<file path="src/rtl/cpx_magphase.sv">
// rtl/cpx_magphase.sv - iterative vectoring-mode CORDIC: Re/Im to magnitude and phase
module cpx_magphase #(
   parameter int          ITER  = 12,
   parameter int          GUARD = 2,
   parameter logic [15:0] KCOMP = 16'd19899
) (
   input  logic               clock,
   input  logic               reset,
   input  logic               EN,
   input  logic               in_valid,
   input  logic signed [12:0] Re,
   input  logic signed [12:0] Im,
   output logic        [13:0] mag,
   output logic signed [15:0] phase,
   output logic               out_valid,
   output logic               busy,
   output logic               overrun
);

   localparam int W = 15 + GUARD;
   localparam int P = W + 17;

   typedef enum logic [1:0] {S_IDLE, S_LOAD, S_ITER, S_SCALE} state_t;

   state_t             state;
   logic        [3:0]  cnt;
   logic signed [12:0] re_q;
   logic signed [12:0] im_q;
   logic signed [W-1:0] x;
   logic signed [W-1:0] y;
   logic signed [15:0]  z;

   logic signed [W-1:0] re_ext, im_ext, x_sh, y_sh;
   logic signed [16:0]  kc;
   logic signed [P-1:0] prod, prod_r, mag_full;
   logic        [13:0]  mag_sat;
   logic        [15:0]  atan_i;
   logic                accept;

   function automatic logic [15:0] atan_lut(input logic [3:0] i);
      case (i)
         4'd0:    atan_lut = 16'd8192;
         4'd1:    atan_lut = 16'd4836;
         4'd2:    atan_lut = 16'd2555;
         4'd3:    atan_lut = 16'd1297;
         4'd4:    atan_lut = 16'd651;
         4'd5:    atan_lut = 16'd326;
         4'd6:    atan_lut = 16'd163;
         4'd7:    atan_lut = 16'd81;
         4'd8:    atan_lut = 16'd41;
         4'd9:    atan_lut = 16'd20;
         4'd10:   atan_lut = 16'd10;
         4'd11:   atan_lut = 16'd5;
         4'd12:   atan_lut = 16'd3;
         4'd13:   atan_lut = 16'd1;
         default: atan_lut = 16'd0;
      endcase
   endfunction

   // The SCALE cycle may take a new sample; the out_valid cycle (IDLE, busy) may not.
   assign accept = in_valid && ((state == S_IDLE && !busy) || state == S_SCALE);

   always_comb begin
      re_ext = {{2{re_q[12]}}, re_q, {GUARD{1'b0}}};
      im_ext = {{2{im_q[12]}}, im_q, {GUARD{1'b0}}};
      x_sh   = x >>> cnt;
      y_sh   = y >>> cnt;
      atan_i = atan_lut(cnt);
      kc     = $signed({1'b0, KCOMP});
      prod   = P'(x) * P'(kc);
      prod_r = prod + (P'(1) <<< (14 + GUARD));
      mag_full = prod_r >>> (15 + GUARD);
      if (mag_full[P-1])
         mag_sat = 14'd0;
      else if (|mag_full[P-2:14])
         mag_sat = 14'h3FFF;
      else
         mag_sat = mag_full[13:0];
   end

   always_ff @(posedge clock or negedge reset) begin
      if (!reset) begin
         state     <= S_IDLE;
         cnt       <= 4'd0;
         re_q      <= '0;
         im_q      <= '0;
         x         <= '0;
         y         <= '0;
         z         <= '0;
         mag       <= '0;
         phase     <= '0;
         out_valid <= 1'b0;
         busy      <= 1'b0;
         overrun   <= 1'b0;
      end else if (EN) begin
         out_valid <= 1'b0;
         if (in_valid && !accept)
            overrun <= 1'b1;
         case (state)
            S_IDLE: begin
               busy <= accept;
               if (accept) begin
                  re_q  <= Re;
                  im_q  <= Im;
                  state <= S_LOAD;
               end
            end
            S_LOAD: begin
               // Fold the left half-plane into the right so the iterations converge.
               if (!re_q[12]) begin
                  x <= re_ext;
                  y <= im_ext;
                  z <= 16'sd0;
               end else if (!im_q[12]) begin
                  x <= im_ext;
                  y <= -re_ext;
                  z <= 16'sd16384;
               end else begin
                  x <= -im_ext;
                  y <= re_ext;
                  z <= -16'sd16384;
               end
               cnt   <= 4'd0;
               state <= S_ITER;
            end
            S_ITER: begin
               if (!y[W-1]) begin
                  x <= x + y_sh;
                  y <= y - x_sh;
                  z <= z + $signed(atan_i);
               end else begin
                  x <= x - y_sh;
                  y <= y + x_sh;
                  z <= z - $signed(atan_i);
               end
               if (cnt == 4'(ITER - 1)) begin
                  cnt   <= 4'd0;
                  state <= S_SCALE;
               end else begin
                  cnt <= cnt + 4'd1;
               end
            end
            S_SCALE: begin
               mag       <= mag_sat;
               phase     <= z;
               out_valid <= 1'b1;
               busy      <= 1'b1;
               if (in_valid) begin
                  re_q  <= Re;
                  im_q  <= Im;
                  state <= S_LOAD;
               end else begin
                  state <= S_IDLE;
               end
            end
            default: state <= S_IDLE;
         endcase
      end
   end

endmodule
</file>
<file path="config.mk">
export PLATFORM = sky130hd
export DESIGN_NAME = cpx_magphase
export DESIGN_NICKNAME = d
export VERILOG_FILES = /design/src/rtl/cpx_magphase.sv
export SDC_FILE = /design/constraint.sdc
export NUM_CORES = 1
export LEC_CHECK = 0
export ABC_AREA = 1
export CORE_MARGIN = 4
export CORE_UTILIZATION = 30
export CTS_CLUSTER_DIAMETER = 50
export DETAILED_ROUTE_END_ITERATION = 10
export GPL_ROUTABILITY_DRIVEN = 0
export SYNTH_ARGS = -nofsm -noshare
export SYNTH_HDL_FRONTEND = slang
export SYNTH_SLANG_ARGS = --single-unit
</file>
<file path="constraint.sdc">
create_clock -name clock -period 6.1 [get_ports clock]
set_input_delay 1.22 -clock clock [delete_from_list [all_inputs] [get_ports clock]]
set_output_delay 1.22 -clock clock [all_outputs]
set_load 0.02 [all_outputs]
</file>
# Word-level counts from Yosys, hierarchy flattened
# Memories as Yosys holds them, arrays and structs flattened.
# Index checks and enable logic that the tools add are counted.
# totals
ff_bits	115
rom_bits	224
memories	1
in_bits	30
out_inout_bits	33
# mem_list
memory	depth	width	read_ports	rd_ports_with_merged_regs	write_ports	line_no	source
(no name shown)	16	14	1	0	0	41	case (i)
# op_classes
multipliers	1
n_reduce_logical	16
add_sub_neg	10
shift	2
eq_ne	7
muxes	28
# ops
op	n
17-bit two-way mux	6
17-bit case mux with 2 select lines	2
13-bit two-way mux	4
13-bit case mux with 2 select lines	2
16-bit two-way mux	3
17-bit adder	2
33-bit by 18-bit adder with 34-bit output (second input constant)	1
15-bit negation with 17-bit output	2
17-bit by 4-bit >>> shifter with 17-bit output	2
17-bit subtractor	2
17-bit by 16-bit multiplier with 33-bit output (second input constant)	1
16-bit case mux with 2 select lines	1
14-bit two-way mux	2
16-bit adder	1
16-bit subtractor	1
2-bit case mux with 4 select lines	1
4-bit case mux with 2 select lines	1
2-bit AND reduction	4
2-bit != test (second input constant)	3
4-bit by 1-bit adder with 4-bit output (second input constant)	1
2-bit == test (second input constant)	2
4-bit == test (second input constant)	1
2-bit two-way mux	2
4-bit two-way mux	1
other kinds (11)	16

# Logic depth before layout (Yosys ltp)
# Gate-level depths: netlist of run 1.
# depth
depth_word	7
ltp_mapped	33
ltp_nobuf	31

# Least setup slack after synthesis of run 1
# Ideal clock, no wire load.
# synth_timing
path_kind	reg-to-reg
startpoint	register x[16]
endpoint	register mag[1]
t_arrival_ns	5.377
period_less_slack_ns	5.500
path_stages_with_launch	22
path_slack_ns	0.600
required_time_ns	5.977
setup_time_ns	0.123
path_cell_list	dfrtp_1 -> ha_1 -> inv_1 -> fa_1 -> fa_1 -> fa_1 -> fa_1 -> inv_1 -> fa_1 -> inv_1 -> ha_1 -> nand2_1 -> nand2_1 -> o21bai_1 -> a21oi_1 -> nand3_1 -> a21oi_1 -> xor2_1 -> nand2_1 -> clkbuf_1 -> o21ai_0 -> nand2_1
# synth_between
elab_chain_len	5
# synth_lines
element	line_no	source
start, declared	29	logic signed [W-1:0] x;
start signal, assigned	111	x <= re_ext;
start signal, assigned	115	x <= im_ext;
start signal, assigned	119	x <= -im_ext;
17-bit by 16-bit multiplier with 33-bit output (*)	70	prod = P'(x) * P'(kc);
33-bit by 18-bit adder with 34-bit output (*)	71	prod_r = prod + (P'(1) <<< (14 + GUARD));
3-bit OR reduction	75	else if (|mag_full[P-2:14])
14-bit two-way mux	75	
14-bit two-way mux (*)	73	if (mag_full[P-1])
end signal, assigned	144	mag <= mag_sat;
end, declared	13	output logic [13:0] mag,
# Mark *: on every way between the ends. The rest lies on a longest branch, timed or not.
# A chain may end at the register's enable or synchronous reset.

# Final worst setup path of run 1
# layout_timing
startpoint	register x[9]
endpoint	register mag[3]
# The elaborated chain is that of the path after synthesis.

==> results of run 1 <==
==> layout make-up <==
cell class | count | area, sq um | share of cell area (%)
clock buffer | 18 | 439.2 | 2.386
clock inverter | 14 | 142.6 | 0.7750
inverter | 425 | 1598 | 8.681
multi-input combinational | 1679 | 11620 | 63.16
sequential | 115 | 2879 | 15.64
tap | 696 | 870.8 | 4.731
timing repair buffer | 93 | 850.8 | 4.623
==> worst min-delay path by stage <==
| stage | to | cells past startpoint | slack [ns] | startpoint |
|---|---|---|---|---|
| finish | overrun | 1 | 0.47 | overrun |
| global route | phase[10] | 2 | 0.51 | phase[10] |
| CTS | overrun | 1 | 0.48 | overrun |
| detailed placement | overrun | 1 | 0.46 | overrun |
| global placement | overrun | 1 | 0.46 | overrun |
| floorplan | phase[4] | 2 | 0.47 | z[4] |
==> kinds of logic (layout without fill, tap and decap cells) <==
group / Yosys count / after routing / synth area share (%)
DFF: 115 / 115 / 17.51
buffers and inverters: 493 / 550 / 11.81
xor gates and xnor gates: 85 / 85 / 4.530
and+or+nand+nor: 850 / 851 / 21.24
adders and majority gates: 325 / 325 / 30.68
muxes: 2 / 2 / 0.1370
AOI/OAI and AO/OA: 416 / 416 / 14.09
==> per-layer routing <==
metal	up-vias	GRT usage, %	share of wire (%)
met5	-	0	0
li1	7421	-	-
met3	62	3.077	5.7
met1	7177	21.53	45
met2	443	26.14	47
met4	0	4.883	2.4
==> flip-flops by register name (all words and copies together) (netlist names), 2 cells and up <==
name,count
z,16
x,17
cnt,4
phase,16
im_q,13
state,2
re_q,13
mag,14
y,17
==> metrics by stage <==
step / utilization (%) / setup TNS, ns / setup WS [ns] / hold WS (ns) / std cells
after CTS: 34.05 / 0 / 0.2058 / 0.4768 / 3039
after detailed placement: 32.97 / 0 / 0.2172 / 0.4624 / 3007
after floorplan: - / 0 / 0.6004 / 0.4703 / 2286
after global placement: 32.97 / 0 / 0.3376 / 0.4595 / 3007
final: 34.07 / 0 / 0.2544 / 0.4723 / 3040
after global routing: 34.07 / -0.01796 / -0.01643 / 0.5075 / 3040
==> cell usage in the layout, fill, tap and decap left out, drive strengths merged, types with 5 or more instances in the layout <==
cell and count:
a21o 12, a21oi 160, a31oi 34, buf 32
clkbuf 18, clkdlybuf4s50 61, clkinv 5, dfrtp 115
fa 130, ha 195, inv 430, nand2 501
nand3 134, nand4 14, nor2 171, nor3 20
o211ai 16, o21ai 150, o21bai 6, o22ai 16
o31ai 5, xnor2 17, xor2 68
==> repair_timing <==
action                     CTS  global route
setup endpoints to repair    0            14
buffers inserted             0             0
gates resized for setup      0             3
==> summary.md, run 1 <==
| Metric | Value |
|---|---|
| Count leader, synth | nand2_1 |
| Warnings, synthesis | 0 |
| GRT Total Usage | 16.01% |
| Slew headroom | ~29% |
| Worst clock skew | roughly 0.017 ns |
| Clock-pin slew on the worst setup and hold paths | 0.06 ns |
| Status | finished clean |
| Crit start category | flop |
| Cell count along the critical path | 22 |
| Synth cell types | 52 |
| Mean post-synth cell area | 7.189 sq um |
| Fin nets | roughly 2,700 |
| Clock Path Buffers | 2 |
| Vias | 15,100 |
| Vias in the first global route | ~15,000 |
| Initial antenna violation count | 0 |
| Sequential cell area fraction in the yosys report | 17.51% |
| CP startpoint | x[9] |
| Kind of critical path | reg -> reg |
| Area growth, synth to finish | 12.00% |
| Reg2reg path depth | 22 |
| Die Wd | about 240 microns |
| Max-Cap Viols | 0 |
| Cells along the critical path | ha_1 > inv_1 > fa_1 > fa_1 > inv_1 > fa_1 > fa_1 > inv_1 > fa_1 > inv_1 > ha_1 > nand2_1 > inv_1 > a21oi_1 > o21ai_0 > nand2_1 > nand3_1 > a21oi_2 > xor2_1 > nand2_1 > o21ai_0 > nand2_1 |
| Antenna Nets Post-Route | 0 |
| Share of layout cells above drive strength 1 | 4.224% |
| RSZ-0062 raised after global routing | true |
| Initial DRC Count | 1,285 |
| Boundary Pins | 63 |
| WL/cell | 15.51 microns |
| R2R Path End | mag[3] |
| Max stage delay on crit path | 0.54 ns |
| Total wire length | 47.14 mm |
| Post-route cell area | approximately 18,000 sq um |
| Crit path arrival time | between 6 and 7 ns |
| Minimum clock period | 5.846 ns |
| H-tree depth | 4 |
| Routed vias/inst | between 4 and 5 |
| Die area | 58,590 sq um |
| Synthesized Nets | approximately 2,600 |
| Reg2reg start | x[9] |
| Grt ovf | 0 |
| Top-area cell type share of the netlist area | 17.51% |
| Cell Rows | 85 |
| CTS tree | built |
| Pin count of the biggest net entering global routing | 64 |
| Critical Path End | mag[3] |
| CP Data Required Time | 6.45 ns |
| Antenna cells | 0 |
| Worst R2R Setup Slack | 0.25 ns |
| Initial Utilization | 30.42% |
| Setup violators final | 0 |
| # fillers | 5,710 |
| Max-slew violations | 0 |
| Highest net fanout along the worst path | 7 |
| Fmax | 0.1711 GHz |
| CTS Buf Count | 17 |
| PortBufs | 62 |
| Synth Instances | 2,286 |
| Synth area leader | dfrtp_1 |
| Bufs and invs on worst path | 5 |
| TritonRoute pass-1 iters | 6 |
| Mapped Area | 16,430 sq um |
| Worst path slowest cell | fa_1 |
| Skew-Pair Late Insertion Delay | 0.48 ns |
| Top area cells in the synthesized netlist | dfrtp_1 (18%), fa_1 (16%), ha_1 (15%) |
| Synth async-reset ratio | 100.0% |
| CTS Root Cell | clkbuf_16 |
| Post-route DRC | 0 |
| Cell family with most CP delay | adder cells |
| Ys flop type | dfrtp_1 |
| Slew @ Worst Pin | 1.059 ns |
| DP HPWL | 37.84 mm |
| Period utilization | about 96% |
| EDFF count, synth | 0 |
| Core footprint | 54,030 sq um |
| Yosys reg bits | 115 |
| Min-delay worst type | reg -> reg |
| Crit. End Element | flop |
| Synth cell count leaders | nand2_1 (498), inv_1 (415), ha_1 (195), nor2_1 (163), a21oi_1 (160) |
| Chip height | roughly 240 microns |
| DP Area | 17,810 sq um |
| CTS Hold Bufs | 0 |
| Final Hold Fails | 0 |
| Clk sinks | 115 |
| First-pass GRT wire length | 76.78 mm |
Power of run 1 is not shown: default switching activity piles up to over one toggle a cycle in this logic, so the estimate is an artifact.
==> inputs of run 2 (changes only) <==
==> constraint.sdc (replaced) <==
create_clock -name clock -period 6.9 [get_ports clock]
set_input_delay 1.38 -clock clock [delete_from_list [all_inputs] [get_ports clock]]
set_output_delay 1.38 -clock clock [all_outputs]
set_load 0.02 [all_outputs]
==> run 2 against run 1 <==
Clock-buffer cell count stayed put. First-iteration DRC count is 18% lower. Die area stayed put. Via count is 1.2% lower. Worst hold slack worse by 0.0039 ns. Cell count is 0.56% lower. Critical path depth is 3 lower. Clock skew is 0.0047 ns lower. Largest cell class unchanged.
==> summary.md, run 2 (same netlist as run 1, synthesis figures left out) <==
| Metric | Value |
|---|---|
| Initial DRC Count | 1,053 |
| Skew-Pair Late Insertion Delay | 0.47 ns |
| Vias | about 15,000 |
| DP HPWL | around 37 mm |
| CP Data Required Time | approximately 7.2 ns |
| # fillers | around 5,700 |
| Boundary Pins | 63 |
| Crit path arrival time | around 6.5 ns |
| H-tree depth | 4 |
| Status | finished clean |
| Crit. End Element | flop |
| Post-route DRC | 0 |
| Initial Utilization | 30.42% |
| Min-delay worst type | reg -> reg |
| Pin count of the biggest net entering global routing | 65 |
| Share of layout cells above drive strength 1 | 3.438% |
| Commonest non-fill, non-tap cell in the layout | nand2_1 |
| Slew headroom | 29.76% |
| CTS Root Cell | clkbuf_16 |
| CTS tree | built |
| GRT Total Usage | 15.99% |
| Clock-pin slew on the worst setup and hold paths | 0.07 ns |
| Routed vias/inst | 4.937 |
| Setup violators final | 0 |
| RSZ-0062 raised after global routing | false |
| Total wire length | 46.83 mm |
| Crit start category | flop |
| Post-CTS Setup Inserts | 0 |
| Max-Cap Viols | 0 |
| Die Wd | 242.0 microns |
| Fmax | approximately 0.16 GHz |
| Final Hold Fails | 0 |
| CTS Hold Bufs | 0 |
| CTS Buf Count | 17 |
| Chip height | 242.0 microns |
| Max-slew violations | 0 |
| Highest net fanout along the worst path | 21 |
| Kind of critical path | reg -> reg |
| WL/cell | 15.49 microns |
| Post_cts resized | 0 |
| Area growth, synth to finish | 11.22% |
| PortBufs | 62 |
| Antenna Nets Post-Route | 0 |
| Period utilization | between 80% and 90% |
| DP Area | about 18,000 sq um |
| Total negative slack | 0 ns |
| Cell Rows | 85 |
| Clock Path Buffers | 2 |
| Grt ovf | 0 |
| TritonRoute pass-1 iters | 6 |
| Vias in the first global route | 14,730 |
| WHS | 0.4684 ns |
| Antenna cells | 0 |
| First-pass GRT wire length | 76.42 mm |
| Core footprint | between 50,000 and 60,000 sq um |
| Die area | 58,590 sq um |
| Slew @ Worst Pin | about 1.1 ns |
| Minimum clock period | 6.143 ns |
| Worst clock skew | approximately 0.012 ns |
| Post-route cell area | between 15,000 and 20,000 sq um |
| Fin nets | 2,669 |
| Initial antenna violation count | 1 |
| Clk sinks | 115 |
| Regs by FF count | x (17), y (17) |
| Most frequent cells in the layout | nand2_1 (498), inv_1 (415), ha_1 (195) |
## run 2: cell types whose count changed in the layout (fill, tap and decap cells not counted)
| cell | previous run | this run |
|---|---|---|
| buf_4 | 32 | 16 |
| inv_6 | 6 | 2 |
| clkinv_4 | 3 | 5 |
| inv_8 | 1 | 3 |
| a21oi_1 | 159 | 160 |
| a21oi_2 | 1 | 0 |
| clkinv_2 | 0 | 1 |
| clkinvlp_4 | 3 | 2 |
| dfrtp_1 | 114 | 115 |
| dfrtp_2 | 1 | 0 |
| nand2_2 | 3 | 2 |
## run 2: path summary, 6_finish.rpt
| check | startpoint | end | slack (ns) | cells past startpoint |
|---|---|---|---|---|
| max | x[16] | mag[4] | 0.76 | 19 |
| min in group asynchronous | reset | mag[2] | 1.03 | 1 |
| min reg2reg | overrun | overrun | 0.47 | 1 |
| max reg2reg | x[16] | mag[4] | 0.76 | 19 |
| min | overrun | overrun | 0.47 | 1 |
| max in group asynchronous | reset | z[9] | 4.57 | 2 |
## run 2: critical path, cell delays in order (launching register included)
cell     delay, ns
dfrtp_1       0.90
ha_1          0.38
fa_1          0.48
inv_1         0.05
fa_1          0.52
fa_1          0.44
fa_1          0.54
inv_1         0.05
fa_1          0.52
inv_1         0.04
ha_1          0.36
a21oi_1       0.21
o21ai_0       0.17
a21oi_1       0.17
nand3_1       0.15
a21oi_1       0.29
xor2_1        0.17
nand2_1       0.25
o21ai_0       0.25
nand2_1       0.07
## run 2: area by class of cell
cell class / instances / area (sq um) / area share [%]
clock buffer: 18 / 439.2 / 2.403
timing repair buffer: 77 / 730.7 / 3.998
clock inverter: 14 / 145.1 / 0.7941
multi-input combinational: 1678 / 11610 / 63.55
tap: 696 / 870.8 / 4.765
inverter: 425 / 1598 / 8.742
sequential: 115 / 2878 / 15.75
## run 2: through the flow
stage               setup slack [ns]  cells  util, %
global route                  0.3254   3023    33.83
global placement              0.8317   2991    32.75
finish                        0.7572   3023    33.83
CTS                           0.7638   3023    33.83
detailed placement            0.7927   2991    32.75
floorplan                      1.400   2286        -
## run 2: per-layer routing
metal / track usage [%] / up-vias / part of all wire (%)
met3: 3.708 / 74 / 5.9
met1: 21.11 / 7097 / 45
met5: 0 / - / 0.028
met4: 5.856 / 2 / 3.0
met2: 25.62 / 381 / 46
li1: - / 7372 / -
Power of run 2 is left out for the same reason.
==> inputs of run 3 (changes only) <==
--- a/config.mk
+++ b/config.mk
@@ -11,6 +11,7 @@
 export CTS_CLUSTER_DIAMETER = 50
 export DETAILED_ROUTE_END_ITERATION = 10
 export GPL_ROUTABILITY_DRIVEN = 0
+export PLACE_DENSITY = 0.48
 export SYNTH_ARGS = -nofsm -noshare
 export SYNTH_HDL_FRONTEND = slang
 export SYNTH_SLANG_ARGS = --single-unit
==> run 3 against run 2 <==
First-iteration DRC count grew 1.6%. Design area grew 0.25%. Via count shrank 1.7%. Clock skew grew 0.00050 ns. Die area is the same. Clock-buffer cell count is the same.
==> summary.md, run 3 (same netlist as run 1, synthesis figures left out) <==
| Metric | Value |
|---|---|
| Antenna Nets Post-Route | 0 |
| Total negative slack | 0 ns |
| Final Hold Fails | 0 |
| Core footprint | 54,030 sq um |
| PnR worst setup slack | 0.8228 ns |
| CTS Root Cell | clkbuf_16 |
| Highest net fanout along the worst path | 14 |
| Initial DRC Count | 1,070 |
| Worst R2R Setup Slack | 0.82 ns |
| Setup violators final | 0 |
| Antenna cells | 0 |
| Chip height | 242.0 microns |
| Area growth, synth to finish | 11.50% |
| Skew-Pair Late Insertion Delay | 0.48 ns |
| DP HPWL | 40.19 mm |
| Grt ovf | 0 |
| First-pass GRT wire length | 80.85 mm |
| Clock-pin slew on the worst setup and hold paths | 0.07 ns |
| Reg2reg path depth | 22 |
| Cell Rows | between 80 and 90 |
| R2R Path End | mag[0] |
| Boundary Pins | 63 |
| Vias | 14,670 |
| Worst clock skew | 0.01228 ns |
| Pin count of the biggest net entering global routing | 60 |
| Routed vias/inst | 4.849 |
| Crit start category | flop |
| Die Wd | 242.0 microns |
| Slew headroom | 41.49% |
| Worst hold start | mag[12] |
| Period utilization | 88.08% |
| Post_cts resized | 0 |
| Clk sinks | 115 |
| Initial Utilization | 30.42% |
| # fillers | 5,796 |
| Initial antenna violation count | 0 |
| Area of all sequential standard cells | 2878 sq um |
| CP Data Required Time | 7.26 ns |
| Vias in the first global route | 14,560 |
| CTS Hold Bufs | 0 |
| Most frequent cells in the layout | nand2_1 (497), inv_1 (415), ha_1 (195) |
| Worst hold path depth | 2 |
| CTS tree | built |
| Minimum clock period | 6.077 ns |
| TritonRoute pass-1 iters | 5 |
| WL/cell | 16.51 microns |
| Post-CTS Setup Inserts | 0 |
| CTS Buf Count | 17 |
| Die area | slightly below 60,000 sq um |
| Crit. End Element | flop |
| Kind of critical path | reg -> reg |
| Slew @ Worst Pin | 0.8722 ns |
| Regs by FF count | x (17), y (17) |
| Fmax | roughly 0.16 GHz |
| Crit path arrival time | 6.44 ns |
| PortBufs | 62 |
| Multi-input gate area | 11,620 sq um |
| Hold endpoint | mag[12] |
| Status | finished clean |
| Reg2reg start | x[8] |
| H-tree depth | 4 |
| Post-route DRC | 0 |
| Max-Cap Viols | 0 |
| Min-delay worst type | reg -> reg |
| Commonest non-fill, non-tap cell in the layout | nand2_1 |
| GRT Total Usage | 17.28% |
| Clock Path Buffers | 2 |
| Max-slew violations | 0 |
| Total wire length | 49.94 mm |
| Fin nets | 2,671 |
| Pre-CTS WS | 0.8493 ns |
| Share of layout cells above drive strength 1 | between 3 and 4% |
| RSZ-0062 raised after global routing | false |
==> run 3: area by class of cell <==
cell class	instances	area share [%]
multi-input combinational	1678	63.40
sequential	115	15.71
inverter	425	8.720
tap	696	4.753
timing repair buffer	79	4.090
clock buffer	18	2.342
clock inverter	14	0.9833
==> run 3: worst max path at each step <==
stage,from,endpoint,slack [ns]
finish,x[8],mag[0],0.82
global route,x[8],mag[1],0.34
CTS,x[8],mag[0],0.83
detailed placement,x[8],mag[0],0.85
global placement,x[8],mag[0],0.88
floorplan,x[16],mag[1],1.40
==> run 3: per-stage QoR <==
| step | cell area, sq um | util, % | hold WS, ns | cells |
|---|---|---|---|---|
| 6_report | 18320 | 33.91 | 0.4793 | 3025 |
| 5_1_grt | 18320 | 33.91 | 0.4985 | 3025 |
| 4_1_cts | 18320 | 33.91 | 0.4839 | 3025 |
| 3_5_place_dp | 17710 | 32.79 | 0.4667 | 2993 |
| 3_3_place_gp | 17710 | 32.79 | 0.4553 | 2993 |
| 2_1_floorplan | 16430 | - | 0.4703 | 2286 |
==> run 3: critical path, stage by stage, from the launching register on <==
cell     delay [ns]
dfrtp_1        0.67
ha_1           0.41
inv_1          0.10
fa_1           0.53
inv_1          0.06
fa_1           0.52
fa_1           0.44
fa_1           0.54
inv_1          0.05
fa_1           0.52
inv_1          0.04
ha_1           0.30
nand2_1        0.08
inv_1          0.07
nand2_1        0.06
nor3_1         0.39
nand3_1        0.13
nand3_1        0.14
a21oi_1        0.12
xor2_1         0.15
nand2_1        0.25
o21ai_0        0.28
nand2_1        0.07
==> run 3: metal layers <==
layer / vias to the layer above / GRT usage, % / part of all wire, %
met4: 0 / 4.934 / 2.2
met5: - / 0 / 0
met1: 6924 / 24.04 / 48
met3: 54 / 2.800 / 3.9
met2: 296 / 27.80 / 46
li1: 7393 / - / -
Power of run 3 is left out for the same reason.
